### config.mk
export PLATFORM = sky130hd
export DESIGN_NAME = dct_pe_mac
export DESIGN_NICKNAME = d
export VERILOG_FILES = /design/src/rtl/dct_pkg.sv /design/src/rtl/dct_round_sat.sv /design/src/rtl/dct_pe_mac.sv
export SDC_FILE = /design/constraint.sdc
export NUM_CORES = 1
export LEC_CHECK = 0
export CAP_MARGIN = 20
export CORE_UTILIZATION = 61
export DETAILED_ROUTE_END_ITERATION = 6
export GPL_TIMING_DRIVEN = 0
export PLACE_DENSITY = 0.81
export SLEW_MARGIN = 20
export SYNTH_ARGS = -nofsm -noshare
export SYNTH_HDL_FRONTEND = slang
export SYNTH_SLANG_ARGS = --single-unit
### constraint.sdc
create_clock -name clk -period 25.1 [get_ports clk]
set_clock_uncertainty 0.1 [all_clocks]
set_input_delay 5.02 -clock clk [delete_from_list [all_inputs] [get_ports clk]]
set_output_delay 5.02 -clock clk [all_outputs]
set_load 0.005 [all_outputs]
### src/rtl/dct_pkg.sv
// Shared defaults and state encoding for the DCT processing-element MAC.
package dct_pkg;

    localparam int DATA_WIDTH_DEF = 16;
    localparam int ACC_WIDTH_DEF  = 40;
    localparam int FRAC_BITS_DEF  = 14;
    localparam int OUT_WIDTH_DEF  = 16;

    typedef enum logic {
        IDLE = 1'b0,
        ACC  = 1'b1
    } state_t;

endpackage

### src/rtl/dct_round_sat.sv
// Round-half-up fixed-point scaling of the accumulator, then clamp to the signed output range.
module dct_round_sat
    import dct_pkg::*;
#(
    parameter int ACC_WIDTH = ACC_WIDTH_DEF,
    parameter int FRAC_BITS = FRAC_BITS_DEF,
    parameter int OUT_WIDTH = OUT_WIDTH_DEF
) (
    input  logic signed [ACC_WIDTH-1:0] acc,
    output logic signed [OUT_WIDTH-1:0] value,
    output logic                        sat
);

    // One guard bit so the rounding bias cannot wrap a near-full-scale accumulator.
    localparam int W = ACC_WIDTH + 1;

    logic signed [W-1:0] ext;
    logic signed [W-1:0] biased;
    logic signed [W-1:0] shifted;
    logic signed [W-1:0] max_v;
    logic signed [W-1:0] min_v;

    assign ext = {acc[ACC_WIDTH-1], acc};

    generate
        if (FRAC_BITS > 0) begin : g_round
            assign biased = ext + (W'(1) << (FRAC_BITS - 1));
        end else begin : g_no_round
            assign biased = ext;
        end
    endgenerate

    assign shifted = biased >>> FRAC_BITS;
    assign max_v   = {{(W - OUT_WIDTH + 1){1'b0}}, {(OUT_WIDTH - 1){1'b1}}};
    assign min_v   = {{(W - OUT_WIDTH + 1){1'b1}}, {(OUT_WIDTH - 1){1'b0}}};

    always_comb begin
        sat   = 1'b0;
        value = shifted[OUT_WIDTH-1:0];
        if (shifted > max_v) begin
            value = {1'b0, {(OUT_WIDTH - 1){1'b1}}};
            sat   = 1'b1;
        end else if (shifted < min_v) begin
            value = {1'b1, {(OUT_WIDTH - 1){1'b0}}};
            sat   = 1'b1;
        end
    end

endmodule

### src/rtl/dct_pe_mac.sv
// Systolic DCT processing element: forwards operands south/east and accumulates a
// fixed-point dot product, emitting a rounded, saturated result with a valid/ready hold.
//
//   state | meaning
//   IDLE  | no open sum; next fire loads the accumulator
//   ACC   | sum open; fires add to the accumulator
module dct_pe_mac
    import dct_pkg::*;
#(
    parameter int DATA_WIDTH = DATA_WIDTH_DEF,
    parameter int ACC_WIDTH  = ACC_WIDTH_DEF,
    parameter int FRAC_BITS  = FRAC_BITS_DEF,
    parameter int OUT_WIDTH  = OUT_WIDTH_DEF
) (
    input  logic                         clk,
    input  logic                         rst,
    input  logic signed [DATA_WIDTH-1:0] in_north,
    input  logic signed [DATA_WIDTH-1:0] in_west,
    input  logic                         north_valid,
    input  logic                         west_valid,
    input  logic                         acc_first,
    input  logic                         acc_last,
    output logic signed [DATA_WIDTH-1:0] out_south,
    output logic signed [DATA_WIDTH-1:0] out_east,
    output logic                         out_south_valid,
    output logic                         out_east_valid,
    output logic signed [OUT_WIDTH-1:0]  result,
    output logic                         result_valid,
    input  logic                         result_ready,
    input  logic                         flag_clr,
    output logic                         sat_flag,
    output logic                         overrun_flag
);

    state_t                       state;
    state_t                       next_state;
    logic signed [ACC_WIDTH-1:0]  acc;
    logic signed [ACC_WIDTH-1:0]  acc_upd;
    logic signed [2*DATA_WIDTH-1:0] product;
    logic signed [ACC_WIDTH-1:0]  prod_ext;
    logic signed [OUT_WIDTH-1:0]  rs_value;
    logic                         rs_sat;
    logic                         fire;
    logic                         load;
    logic                         consume;

    assign fire     = north_valid & west_valid;
    assign load     = fire & acc_last;
    assign consume  = result_valid & result_ready;
    assign product  = in_north * in_west;
    assign prod_ext = ACC_WIDTH'(product);

    always_comb begin
        acc_upd = acc + prod_ext;
        if (acc_first || state == IDLE) begin
            acc_upd = prod_ext;
        end
    end

    always_comb begin
        next_state = state;
        if (fire) begin
            next_state = acc_last ? IDLE : ACC;
        end
    end

    always_ff @(posedge clk) begin
        if (!rst) begin
            state <= IDLE;
        end else begin
            state <= next_state;
        end
    end

    // The result is taken from the post-update sum, so a last term is included.
    dct_round_sat #(
        .ACC_WIDTH (ACC_WIDTH),
        .FRAC_BITS (FRAC_BITS),
        .OUT_WIDTH (OUT_WIDTH)
    ) u_round_sat (
        .acc   (acc_upd),
        .value (rs_value),
        .sat   (rs_sat)
    );

    always_ff @(posedge clk) begin
        if (!rst) begin
            acc             <= '0;
            out_south       <= '0;
            out_east        <= '0;
            out_south_valid <= 1'b0;
            out_east_valid  <= 1'b0;
            result          <= '0;
            result_valid    <= 1'b0;
            sat_flag        <= 1'b0;
            overrun_flag    <= 1'b0;
        end else begin
            out_south       <= in_north;
            out_east        <= in_west;
            out_south_valid <= north_valid;
            out_east_valid  <= west_valid;

            if (fire) begin
                acc <= acc_upd;
            end

            if (load) begin
                result       <= rs_value;
                result_valid <= 1'b1;
            end else if (consume) begin
                result_valid <= 1'b0;
            end

            if (load && rs_sat) begin
                sat_flag <= 1'b1;
            end else if (flag_clr) begin
                sat_flag <= 1'b0;
            end

            if (load && result_valid && !result_ready) begin
                overrun_flag <= 1'b1;
            end else if (flag_clr) begin
                overrun_flag <= 1'b0;
            end
        end
    end

endmodule

==> results.yml, run 1 <==
yosys:
  synth-simple-area-share_pct: 20.4
  seq_area_frac_synth_pct: 10.8
  syn_area_um2: 17400
  muxShareOfSynthArea_pct: 0.761
  ys_ff_latch: 94
  synth-xor-area-share_pct: 3.72
  synth_top_family_by_area: "adder cells"
  synth-warning-count: 0
  synthArstFlopShare_pct: 0
  avgSynthCellArea_um2: 8.19
  synth-adder-area-share_pct: 39.1
  synth_flop_cell: "dfxtp_1"
  syn-num-nets: 2553
  syn-instance-count: 2127
  synth_edf_count: 0
  synth-compound-area-share_pct: 15.6
  yosysUniqueCellTypes: 79
timing:
  period_share_pct: 71.0
  rsz0062_at_grt: "false"
  max_freq_mhz: 56.1
  final.setup.tns_ns: 0
  relSlewSlack_pct: 29.1
  drv_slew: 0
  hold_viol: 0
  setup_viol: 0
  period_needed_ns: 17.82
  setup_slack_ns: 7.28
  worstMarginPinSlew_ns: 1.05
floorplanning:
  rows: 61
  io-pin-count: 93
  die_x_um: 171
  core_um2: 27900
  dieArea_um2: 29200
  start_util_pct: 62.4
  die_y_um: 171
critical_path:
  crit_family: "compound AO/OA/AOI/OAI gates"
  required_ns: 25.22
  max_stage_delay_ns: 0.65
  cp_max_fo: 17
  critical_path_buf_inv_count: 9
  crit_slowest_cell: "clkdlybuf4s50_1"
  crit_type: "primary input to flip-flop"
  cp.arrival_ns: 17.94
  worstSetupEndpointType: "flip-flop"
  path_common_cell: "fa_1"
  critPathLaunchType: "primary input"
finish:
  post-route-util_pct: 68.3
  ff_latch_area_um2: 1880
  nets: 2653
  fin_cells: 2610
  areaGrowthSynthToFinish_pct: 9.49
  drive_gt1_share_pct: 2.28
  mostFrequentLayoutCell: "inv_1"
  fillers: 2347
  multi_input_area_um2: 13900
  layout_common_cells: "inv_1, fa_1, nand2_1"
  antennaDiodeCount: 0
global_route:
  grt_pass1_wl_mm: 84.9
  grt_pass1_vias: 16060
  antenna_found_initial: 1
  grt_overflow: 0
  gr-usage-all-layers_pct: 38.2
  grt_max_degree: 19
place:
  place_congestion: 0.969
  place_worst_setup_slack_ns: 7.23
  io_buffers: 89
  dp_cells: 2594
  dp_hpwl_mm: 42.1
detailed_routing:
  remaining_drc_errors: 0
  dr_wl_met3_mm: 5.41
  vias: 15940
  top_layer: "met5"
  first_pass_iters: 6
  wl_per_cell_um: 20.0
  drtAntennaViolNets: 0
  wl_mm: 52.2
  routedLengthMet1_mm: 21.2
  wl_met2_mm: 23.3
  drtIter0Drc: 1466
  avgViaCountPerCell: 6.11
clock_tree:
  clock-sinks: 94
  post_cts_buffers: 0
  clkLatencyLatePin_ns: 0.37
  cts_tree: "done"
  htreeDepth: 3
  cts_resized: 0
  clkSlewWorstSetupHoldPaths_ns: 0.08
  hold_buffers: 0
  cts.root.buffer_cell: "clkbuf_16"
  clk_path_buf_depth: 2
  cts_buffers: 9
job:
  max_cap_viol_count: 0
outcome:
  outcome: "finished clean"
min_path:
  hold_path_class: "flip-flop to flip-flop"
[cells in the mapped netlist (8+ instances only)]
library cell  number  area (µm²)
inv_1            337        1260
fa_1             263        5270
nand2_1          255         957
and2_1           170        1060
ha_1             123        1540
nor2_1           116         435
a21oi_1          111         556
dfxtp_1           94        1880
clkbuf_1          88         330
o21ai_0           52         260
xnor2_1           48         420
a21o_1            36         270
nand3_1           36         180
a211oi_1          31         233
nor3_1            29         145
xor2_1            26         228
nand4_1           23         144
nand2b_1          22         138
a31oi_1           21         131
o211ai_1          18         135
a311oi_1          15         131
and3_1            15        93.8
a211o_1           12         105
mux2i_1           11         110
nor2b_1           11        68.8
o21a_1            10        75.1
a22oi_1            8        60.1
or3_1              8        50.1
[area by class of cell]
cell class	count	area share, %
flip-flops and latches	94	9.87
clock buffers	9	1.18
clock inverters	7	0.335
inverters	338	6.65
plain buffers	103	2.11
repair buffers	89	4.67
well taps	378	2.48
multi-input cells	1592	72.7
[worst reg2reg max path: cells and delay by family (launching register included)]
kind / cells / cell delay, ns
DFF: 1 / 0.32
buffers and inverters: 5 / 2.86
and+or+nand+nor: 4 / 0.89
adders and majority gates: 1 / 0.19
AOI/OAI and AO/OA: 8 / 2.66
[kinds of logic (layout without fill, tap and decap cells)]
group | Yosys count | in the layout
simple gates | 722 | 722
buf+inv | 441 | 546
compound gates | 397 | 397
fa+ha+maj | 386 | 386
flops | 94 | 94
xor+xnor | 74 | 74
mux | 13 | 13
[final timing paths]
check	start	endpoint	slack (ns)	cells after the start
setup / recovery	in_north[15]	result[5]	7.28	37
hold / removal	acc[32]	acc[32]	0.37	2
setup reg to reg	state	result[5]	17.94	18
hold reg to reg	acc[32]	acc[32]	0.37	2
[routing by layer]
metal | up-vias | GRT usage (%)
li1 | 7155 | -
met1 | 7774 | 50.6
met2 | 832 | 59.8
met3 | 177 | 9.07
met4 | 2 | 16.1
met5 | - | 0
[state kept, by name (all words and copies together), names as in the netlist]
signal / flops
out_south: 16
overrun_flag: 1
result: 16
out_east_valid: 1
sat_flag: 1
result_valid: 1
out_east: 16
out_south_valid: 1
state: 1
acc: 40
[through the flow]
stage / area, µm² / hold WS, ns
after floorplan: 17400 / 0.336
after global placement: 18800 / 0.342
after detailed placement: 18800 / 0.357
after CTS: 19100 / 0.368
after global routing: 19100 / 0.389
final: 19100 / 0.366
Power of run 1 is not shown: default switching activity piles up to over one toggle a cycle in this logic, so the estimate is an artifact.
==> inputs of run 2 (changes only) <==
clock period = 16.95 ns   (was 25.1 ns; I/O delays follow)
==> results.yml, run 2 (synthesized netlist as in run 1, its figures left out) <==
detailed_routing:
  wl_mm: 52.3
  drtIter0Drc: 1414
  avgViaCountPerCell: 6.12
  vias: 15979
  wl_per_cell_um: 20.0
  remaining_drc_errors: 0
  first_pass_iters: 6
  drtAntennaViolNets: 0
finish:
  areaGrowthSynthToFinish_pct: 9.49
  multi_input_area_um2: 13900
  layout_common_cells: "inv_1, fa_1, nand2_1"
  mostFrequentLayoutCell: "inv_1"
  ff_latch_area_um2: 1880
  antennaDiodeCount: 0
  largest_reg_flops: 40
  fillers: 2347
  drive_gt1_share_pct: 2.28
  max_flop_register: "acc"
  nets: 2653
critical_path:
  worstSetupEndpointType: "flip-flop"
  crit_slowest_cell: "clkdlybuf4s50_1"
  reg2reg_from: "state"
  reg2reg_setup_slack_ns: 9.85
  startpoint: "in_north[15]"
  path_common_cell: "fa_1"
  required_ns: 17.07
  cp_max_fo: 17
  r2r_cells: 18
  max_stage_delay_ns: 0.65
  regToRegEndpoint: "result[5]"
  cp.arrival_ns: 16.25
  crit_type: "primary input to flip-flop"
  critPathLaunchType: "primary input"
floorplanning:
  die_x_um: 171
  rows: 61
  die_y_um: 171
  core_um2: 27900
  start_util_pct: 62.4
  io-pin-count: 93
  dieArea_um2: 29200
clock_tree:
  cts.root.buffer_cell: "clkbuf_16"
  cts_tree: "done"
  clock-sinks: 94
  clkSlewWorstSetupHoldPaths_ns: 0.08
  htreeDepth: 3
  post_cts_buffers: 0
  cts_buffers: 9
  hold_buffers: 0
  clkLatencyLatePin_ns: 0.37
  clk_path_buf_depth: 2
  cts_resized: 0
job:
  max_cap_viol_count: 0
global_route:
  grt_pass1_wl_mm: 85.0
  antenna_found_initial: 1
  grt_overflow: 0
  grt_max_degree: 19
  gr-usage-all-layers_pct: 38.2
  grt_pass1_vias: 16057
timing:
  worstMarginPinSlew_ns: 0.972
  hold_viol: 0
  final.setup.tns_ns: 0
  period_needed_ns: 16.13
  drv_slew: 0
  period_share_pct: 95.2
  max_freq_mhz: 62.0
  setup_viol: 0
  rsz0062_at_grt: "false"
  relSlewSlack_pct: 34.7
min_path:
  whs_path_depth: 2
  hold_end: "acc[32]"
  hold_path_class: "flip-flop to flip-flop"
  hp-start: "acc[32]"
place:
  io_buffers: 89
  dp_hpwl_mm: 42.1
  place_congestion: 0.969
outcome:
  outcome: "finished clean"
-- run 2: cell counts in the layout (fill, tap and decap cells not counted) --
No cell type changed its count.
-- run 2: routing by layer --
metal | share of wire [%] | wire length, µm | track usage, %
met4 | 4.5 | 2350 | 16.1
met1 | 41 | 21200 | 50.6
met3 | 10 | 5380 | 9.00
met5 | 0.021 | 11 | 0
met2 | 45 | 23300 | 59.8
-- run 2: worst max-delay path by stage --
| stage | slack, ns | endpoint | cells past startpoint |
|---|---|---|---|
| 2_1_floorplan | 3.68 | sat_flag | 37 |
| 3_3_place_gp | 0.78 | result[13] | 37 |
| 3_5_place_dp | 0.71 | result[5] | 37 |
| 4_1_cts | 1.03 | result[5] | 37 |
| 5_1_grt | 0.20 | result[5] | 38 |
| 6_report | 0.82 | result[5] | 37 |
-- run 2: stage by stage --
stage                     util [%]  cell area, µm²  worst slack (ns)  cells  hold WS, ns
final                         68.3           19100             0.818   2610        0.367
after detailed placement      67.2           18800             0.709   2594        0.357
after CTS                     68.3           19100              1.03   2610        0.368
after global routing          68.3           19100             0.195   2610        0.389
after floorplan                  -           17400              3.68   2127        0.336
after global placement        67.2           18800             0.779   2594        0.342
-- run 2: layout make-up --
cell class	instances	share of cell area (%)
Buffer	103	2.11
Clock buffer	9	1.18
Clock inverter	7	0.335
Inverter	338	6.65
Multi-Input combinational cell	1592	72.7
Sequential cell	94	9.87
Tap cell	378	2.48
Timing Repair Buffer	89	4.67
-- run 2: worst max-delay path, delay by kind of cell --
family,cells,cell delay [ns]
buf+inv,9,2.71
fa+ha+maj,8,3.75
simple gates,7,2.56
compound gates,13,3.80
Power of run 2 is left out for the same reason.
